$ cat src/rtl/train_crossing_sequencer.sv
// -----------------------------------------------------------------------------
// train_crossing_sequencer
//
// Level-crossing controller. Tracks how many trains sit between the approach
// and clear sensors of two tracks, and sequences lights, bell and gate motor
// through warning, lowering, closed, hold and raising phases. A gate that
// fails to reach its limit switch in time drops the sequencer into FAULT,
// where the gate is driven down until an operator acknowledges.
//
// Ports
//   clk            in   system clock, rising edge
//   rst            in   synchronous, active-high reset
//   approach_a/b   in   one-cycle arrival pulses, track A/B
//   clear_a/b      in   one-cycle departure pulses, track A/B
//   gate_down_lim  in   gate fully-down limit switch (level)
//   gate_up_lim    in   gate fully-up limit switch (level)
//   fault_clr      in   operator fault acknowledge
//   lights         out  flashing-light enable
//   bell           out  bell enable
//   gate_cmd_down  out  motor command, lower
//   gate_cmd_up    out  motor command, raise
//   fault          out  sequencer is in FAULT
//   occ            out  registered train occupancy count (OCC_W bits)
// -----------------------------------------------------------------------------
module train_crossing_sequencer #(
   parameter int WARN_CYCLES    = 8,
   parameter int MOTION_TIMEOUT = 16,
   parameter int HOLD_CYCLES    = 4,
   parameter int OCC_W          = 3
) (
   input  logic             clk,
   input  logic             rst,
   input  logic             approach_a,
   input  logic             approach_b,
   input  logic             clear_a,
   input  logic             clear_b,
   input  logic             gate_down_lim,
   input  logic             gate_up_lim,
   input  logic             fault_clr,
   output logic             lights,
   output logic             bell,
   output logic             gate_cmd_down,
   output logic             gate_cmd_up,
   output logic             fault,
   output logic [OCC_W-1:0] occ
);

   // Timer holds (duration - 1) on entry and counts down to zero; the state
   // leaves on the cycle the timer reads zero, so a load of N-1 gives exactly
   // N cycles in state.
   localparam int T_MAX_WH = (WARN_CYCLES > HOLD_CYCLES) ? WARN_CYCLES : HOLD_CYCLES;
   localparam int T_MAX    = (T_MAX_WH > MOTION_TIMEOUT) ? T_MAX_WH : MOTION_TIMEOUT;
   localparam int TMR_W    = (T_MAX > 1) ? $clog2(T_MAX) : 1;

   localparam logic [TMR_W-1:0] WARN_LOAD   = TMR_W'(WARN_CYCLES - 1);
   localparam logic [TMR_W-1:0] HOLD_LOAD   = TMR_W'(HOLD_CYCLES - 1);
   localparam logic [TMR_W-1:0] MOTION_LOAD = TMR_W'(MOTION_TIMEOUT - 1);

   localparam logic signed [OCC_W+2:0] OCC_MAX_S = (OCC_W+3)'((1 << OCC_W) - 1);

   typedef enum logic [2:0] {
      S_IDLE     = 3'd0,
      S_WARN     = 3'd1,
      S_LOWERING = 3'd2,
      S_CLOSED   = 3'd3,
      S_HOLD     = 3'd4,
      S_RAISING  = 3'd5,
      S_FAULT    = 3'd6
   } state_t;

   state_t           state, state_nxt;
   logic [TMR_W-1:0] tmr, tmr_nxt;
   logic [OCC_W-1:0] occ_nxt;
   logic [1:0]       arrivals, departures;
   logic             tmr_done;

   // Net occupancy update, saturated to [0, 2^OCC_W-1]. Worked in a signed
   // word three bits wider so the +2/-2 swing can never wrap.
   function automatic logic [OCC_W-1:0] sat_occ(
      input logic [OCC_W-1:0] cur,
      input logic [1:0]       arr,
      input logic [1:0]       dep
   );
      logic signed [OCC_W+2:0] sum;
      sum = $signed({3'b000, cur})
          + $signed({{(OCC_W+1){1'b0}}, arr})
          - $signed({{(OCC_W+1){1'b0}}, dep});
      if (sum[OCC_W+2]) begin
         sat_occ = '0;
      end else if (sum > OCC_MAX_S) begin
         sat_occ = '1;
      end else begin
         sat_occ = sum[OCC_W-1:0];
      end
   endfunction

   assign arrivals   = {1'b0, approach_a} + {1'b0, approach_b};
   assign departures = {1'b0, clear_a} + {1'b0, clear_b};
   assign occ_nxt    = sat_occ(occ, arrivals, departures);
   assign tmr_done   = (tmr == '0);

   // State, timer and occupancy registers
   always_ff @(posedge clk) begin
      if (rst) begin
         state <= S_IDLE;
         tmr   <= '0;
         occ   <= '0;
      end else begin
         state <= state_nxt;
         tmr   <= tmr_nxt;
         occ   <= occ_nxt;
      end
   end

   // Next-state and timer-load logic. Every occupancy decision looks at
   // occ_nxt so a train arriving this cycle is acted on immediately.
   always_comb begin
      state_nxt = state;
      tmr_nxt   = tmr_done ? tmr : (tmr - TMR_W'(1));
      unique case (state)
         S_IDLE: begin
            if (occ_nxt != '0) begin
               state_nxt = S_WARN;
               tmr_nxt   = WARN_LOAD;
            end
         end
         S_WARN: begin
            // Warning always runs to completion, even if the train clears.
            if (tmr_done) begin
               state_nxt = S_LOWERING;
               tmr_nxt   = MOTION_LOAD;
            end
         end
         S_LOWERING: begin
            // Limit switch is checked first so it wins on the final cycle.
            if (gate_down_lim) begin
               state_nxt = S_CLOSED;
               tmr_nxt   = '0;
            end else if (tmr_done) begin
               state_nxt = S_FAULT;
               tmr_nxt   = '0;
            end
         end
         S_CLOSED: begin
            if (occ_nxt == '0) begin
               state_nxt = S_HOLD;
               tmr_nxt   = HOLD_LOAD;
            end
         end
         S_HOLD: begin
            if (occ_nxt != '0) begin
               state_nxt = S_CLOSED;
               tmr_nxt   = '0;
            end else if (tmr_done) begin
               state_nxt = S_RAISING;
               tmr_nxt   = MOTION_LOAD;
            end
         end
         S_RAISING: begin
            // A new train reverses the gate before any limit is honoured.
            if (occ_nxt != '0) begin
               state_nxt = S_LOWERING;
               tmr_nxt   = MOTION_LOAD;
            end else if (gate_up_lim) begin
               state_nxt = S_IDLE;
               tmr_nxt   = '0;
            end else if (tmr_done) begin
               state_nxt = S_FAULT;
               tmr_nxt   = '0;
            end
         end
         S_FAULT: begin
            // Acknowledge only takes effect once the crossing is empty.
            if (fault_clr && (occ_nxt == '0)) begin
               state_nxt = S_RAISING;
               tmr_nxt   = MOTION_LOAD;
            end
         end
         default: begin
            state_nxt = S_IDLE;
            tmr_nxt   = '0;
         end
      endcase
   end

   // Moore output decode. Down and up commands come from disjoint states,
   // so they can never be asserted together.
   always_comb begin
      lights        = 1'b0;
      bell          = 1'b0;
      gate_cmd_down = 1'b0;
      gate_cmd_up   = 1'b0;
      fault         = 1'b0;
      unique case (state)
         S_IDLE: begin
         end
         S_WARN: begin
            lights = 1'b1;
            bell   = 1'b1;
         end
         S_LOWERING: begin
            lights        = 1'b1;
            bell          = 1'b1;
            gate_cmd_down = 1'b1;
         end
         S_CLOSED, S_HOLD: begin
            lights = 1'b1;
         end
         S_RAISING: begin
            lights      = 1'b1;
            gate_cmd_up = 1'b1;
         end
         S_FAULT: begin
            lights        = 1'b1;
            bell          = 1'b1;
            gate_cmd_down = 1'b1;
            fault         = 1'b1;
         end
         default: begin
         end
      endcase
   end

endmodule

$ cat config.mk
export PLATFORM = sky130hd
export DESIGN_NAME = train_crossing_sequencer
export DESIGN_NICKNAME = d
export VERILOG_FILES = /design/src/rtl/train_crossing_sequencer.sv
export SDC_FILE = /design/constraint.sdc
export NUM_CORES = 1
export LEC_CHECK = 0
export BUFFER_PORTS_ARGS = -buffer_cell sky130_fd_sc_hd__buf_2
export CORE_MARGIN = 4
export CORE_UTILIZATION = 56
export DETAILED_ROUTE_END_ITERATION = 8
export PLACE_DENSITY = 0.9
export RECOVER_POWER = 50
export SYNTH_ARGS = -nofsm -noshare
export SYNTH_HDL_FRONTEND = slang
export SYNTH_SLANG_ARGS = --single-unit
$ cat constraint.sdc
create_clock -name clk -period 4.1 [get_ports clk]
set_input_delay 0.615 -clock clk [delete_from_list [all_inputs] [get_ports clk]]
set_output_delay 0.615 -clock clk [all_outputs]
set_load 0.02 [all_outputs]
---- Yosys cells after proc, flatten, opt, wreduce, memory -nomap -nowiden ----
Index checks and enable logic that the tools add are counted.
W data, S select, Z words.
cells by class
  $add $sub $neg .......................... 5
  eq/ne operators ......................... 11
  reductions and logical operators ........ 9
  mux-type cells .......................... 29
  magnitude comparators ................... 1
operators by type and width
  kind                   number
  $mux W4                10
  $mux W3                12
  $pmux W4 S7            1
  $pmux W3 S7            1
  $eq A3 B3 Y1 const B   3
  $ne A2 B2 Y1 const B   4
  $eq A3 B2 Y1 const B   2
  $logic_not A3 Y1       2
  $reduce_or A6 Y1       1
  $gt A5 B4 Y1 const B   1
  $mux W1                5
  $reduce_and A5 Y1      1
  $sub A4 B2 Y5          1
  $add A1 B1 Y2          2
  $add A3 B2 Y4          1
  $logic_not A4 Y1       1
  $sub A4 B1 Y4 const B  1
  $eq A3 B1 Y1 const B   1
  $ne A3 B3 Y1 const B   1
  $reduce_bool A3 Y1     1
  $reduce_or A3 Y1       1
  $reduce_or A2 Y1       1
  $logic_and A1 B1 Y1    1
word-level totals
  register bits after elaboration ......... 10
  output and inout port bits .............. 8
  word-level logic and storage cells ...... 58
  input bits .............................. 9

---- Logic depth before layout (Yosys ltp) ----
  depth in word-level cells ............... 10
  gate-level depth with buffers ........... 14

---- Worst setup path after synthesis ----
No wires, ideal clock.
  kind .................................... input port to flip-flop
  start point ............................. input port clear_a
  end point ............................... register tmr[3]
  setup slack ............................. 669 ps
  library setup time ...................... 128 ps
  path buffers ............................ 1
  arrival time ............................ 3302 ps
  stages on the path ...................... 14
  cell sequence ........................... inv_1 -> fa_1 -> inv_1 -> fa_1 -> inv_1 -> ha_1 -> inv_1 -> fa_1 -> and3b_1 -> a22o_4 -> buf_12 -> or3_1 -> o211ai_1 -> o22ai_1
on the way
  longest elaborated chain between the ends .. 9
  elaborated cells on any way between the ends .. 14
  classes of those cells .................. 2 x add/sub; 1 x order compare; 8 x mux; 3 x reduce/logical
ends and longest elaborated chain
  element               line      source
  from (decl)           35        input logic clear_a,
  $add A1 B1 Y2 (*)     98        assign departures = {1'b0, clear_a} + {1'b0, clear_b};
  $sub A4 B2 Y5 (*)     87        - $signed({{(OCC_W+1){1'b0}}, dep});
  $gt A5 B4 Y1          90        end else if (sum > OCC_MAX_S) begin
  $mux W3               90
  $mux W3 (*)           88        if (sum[OCC_W+2]) begin
  $logic_not A3 Y1      145, 174
  $logic_and A1 B1 Y1   174       if (fault_clr && (occ_nxt == '0)) begin
  $mux W4               174
  $pmux W4 S7 (*)       120       unique case (state)
  to (signal assigned)  110       tmr <= tmr_nxt;
  to (decl)             72        logic [TMR_W-1:0] tmr, tmr_nxt;
Every way passes the cells marked *; elsewhere a longest branch is shown, timed or not.
A chain may end at the register's enable or synchronous reset.

---- Worst setup path in the final report ----
  start point ............................. input port approach_b
  end point ............................... register state[2]
on the way
  longest elaborated chain between the ends .. 10
  elaborated cells on any way between the ends .. 17
  classes of those cells .................. 3 x add/sub; 1 x order compare; 4 x eq/ne; 5 x mux; 4 x reduce/logical
ends and longest elaborated chain
  element                             line      source
  from (decl)                         34        input logic approach_b,
  $add A1 B1 Y2 (*)                   97        assign arrivals = {1'b0, approach_a} + {1'b0, approach_b};
  $add A3 B2 Y4 (*)                   86        + $signed({{(OCC_W+1){1'b0}}, arr})
  $sub A4 B2 Y5 (*)                   87
  $gt A5 B4 Y1                        90
  $mux W3                             90
  $mux W3 (*)                         88
  $logic_not A3 Y1                    145, 174
  $logic_and A1 B1 Y1                 174
  $ne A2 B2 Y1 (no source line)       n/a
  $reduce_and A5 Y1 (no source line)  n/a
  to (signal assigned)                109       state <= state_nxt;
  to (decl)                           71        state_t state, state_nxt;
Marks and branches as above.

==> impl_metrics.ini <==
[layout]
seq_area_sq_um = 200.2
final_nets = 167
finish.utilization_pct = 65.35
drive_above_1_share_pct = 13.70
num_antenna_cells = 0
fillers = 174
fin_cells = 171
multiInputGateArea_sq_um = 790.8
synthToLayoutAreaGrowth_pct = 6.208
final_cell_mix = 17 x inv_1, 10 x dfxtp_1, 9 x clkbuf_1
final_common_cell = inv_1

[logic_synthesis]
async_flop_share_pct = 0
synth_cells = 136
ys_seq_elements = 10
syn_area_sq_um = 1109
synth_nets = 155
ys_warn_count = 0
synth.distinct_cells = 52
synth_flop_cell = dfxtp_1
synth_edf_count = 0
synth_area_per_cell_sq_um = 8.151
seq_area_frac_synth_pct = 18.06

[die]
core_sq_um = 1802
die_y_microns = 52.49
dieArea_sq_um = 2755
fp.dieW_microns = 52.49
ios = 17
rows = 15
start_util_pct = 61.53

[sta]
worst_pin_slew_ns = 0.7548
fin_crit_ns = 3.584
fin_hold_ws_ns = 0.6568
maxSlewHeadroom_pct = 49.61
rsz0062_at_grt = false
timing.setup.tns_ns = 0
min_period_over_period_pct = 87.42
skew_ns = 0.002566
finalSetupViolCount = 0
final_hold_viol_count = 0
slew_viol_final = 0
fmaxAchievable_mhz = 279.0

[run_status]
status = finished clean

[grt]
grt_pass1_wl_microns = 4167
grt_max_degree = 28
grt_pass1_vias = 993
antenna_found_initial = 0
grt_util_all_layers_pct = 20.06
gr-total-overflow = 0

[placement]
io_buffers = 16
dp.cells = 168
gp_congestion = 0.9074
place_hpwl_microns = 1889

[critical_path]
rr_worst_depth = 11
startpoint_type = primary input
critPathMaxFanout = 7
crit_path_end_kind = flip-flop
worstSetupPathType = primary input to flip-flop
cp.arrival_ns = 3.74
required_ns = 4.26

[clock_network]
hold_buffers = 0
cts_setup_buffers = 0
cts_buffer_depth = 2
root_buffer = clkbuf_4
cts_resized = 0
ctsHtreeMaxLevel = 1
numCtsBuffers = 3
clkLatencyLatePin_ns = 0.26
cts_tree = yes
clkSinkCount = 10
clk_pin_slew_ns = 0.06

[routing]
drt-pass1-iter-count = 4
drt_wl_total_microns = 2506
avgRoutedWirePerCell_microns = 14.65
vias = 1047
drtIter0Drc = 30
drcViolationCount = 0
vias_per_cell = 6.123
antenna_left = 0

[flow_run]
drv_cap = 0

[pwr]
power_switching_mw = 0.4679
powerDensity_nw_per_um2 = 757.0
intPower_mw = 0.4234
power.share.combinational_pct = 69.9
p_sw_share_pct = 52.50
p_seq_share_pct = 22.8
finalPower_mw = 0.8913
p_leak_nw = 0.5097
clkPwrFrac_pct = 7.3
ir_drop_uv = 421.5

[min_path]
whs_path_depth = 2
min_path_type = primary input to flip-flop
[cell usage after synthesis (2+ instances only)]
master | instances | area share, %
o211ai_1 | 2 | 1.4
a21oi_1 | 4 | 1.8
o21ai_1 | 3 | 1.4
nor3_1 | 5 | 2.3
nor2_1 | 8 | 2.7
inv_1 | 17 | 5.8
ha_1 | 6 | 6.8
clkbuf_1 | 4 | 1.4
fa_1 | 4 | 7.2
nand2b_1 | 2 | 1.1
dfxtp_1 | 10 | 18
o32ai_1 | 2 | 1.6
or3_1 | 2 | 1.1
o22ai_1 | 2 | 1.1
a211oi_1 | 4 | 2.7
and3b_1 | 3 | 2.4
or2_2 | 2 | 1.1
a32oi_1 | 2 | 1.6
nor2b_1 | 5 | 2.8
o21ai_0 | 6 | 2.7
a2111o_1 | 3 | 3.0
buf_2 | 3 | 1.4
o31a_1 | 2 | 1.6
nand2_1 | 7 | 2.4
[per-layer routing]
metal / GRT usage [%] / routed length (microns)
met5: 0 / 0
met4: 9.787 / 44
met3: 2.564 / 160
met2: 34.71 / 1179
met1: 24.05 / 1121
[power by group through the flow]
stage | Combinational [mW] | Clock (mW) | Sequential, mW
after CTS | 0.626 | 0.0678 | 0.201
after detailed placement | 0.621 | 0 | 0.203
after floorplan | 0.557 | 0 | 0.176
after global placement | 0.602 | 0 | 0.202
after global routing | 0.690 | 0.0693 | 0.214
final | 0.623 | 0.0652 | 0.203
[metrics by stage]
step | area, sq um | setup WS (ns)
finish | 1177 | 0.5157
global route | 1177 | 0.3512
CTS | 1189 | 0.5160
detailed placement | 1166 | 0.2462
global placement | 1166 | 0.4194
floorplan | 1109 | 0.6695
[layout make-up]
class,count,share of cell area [%]
tap,25,2.657
sequential,10,17.00
multi-input combinational,100,67.16
timing repair buffer,16,5.845
inverter,17,5.420
clock buffer,3,1.913
[sequential cells by signal (all words and copies together) (netlist names)]
signal	cells
state	3
occ	3
tmr	4
[kinds of logic (layout without fill, tap and decap cells)]
group,count (synthesis),after routing,share of synthesized area (%)
AO/OA/AOI/OAI,43,43,30.59
XOR/XNOR,3,3,3.048
multiplexers,1,1,0.9030
adder cells (fa/ha/maj),10,10,14.00
flip-flops,10,10,18.06
AND/OR/NAND/NOR,43,43,22.80
buffers and inverters,26,36,10.61
[path summary, 6_finish.rpt]
kind,startpoint,slack (ns),endpoint
max reg2reg,occ[0],1.14,state[2]
min reg2reg,tmr[1],0.71,tmr[1]
min,rst,0.66,occ[2]
max,approach_b,0.52,state[2]
[worst max-delay path: stages]
cell and delay (ns):
clkbuf_1 0.09, fa_1 0.54, inv_1 0.05, fa_1 0.36, inv_1 0.07, ha_1 0.19
inv_1 0.07, fa_1 0.45, and3b_1 0.26, a22oi_2 0.29, a2111oi_0 0.13, a2111o_1 0.46
o32ai_1 0.16
No activity file was read; power rests on OpenSTA's default activity.
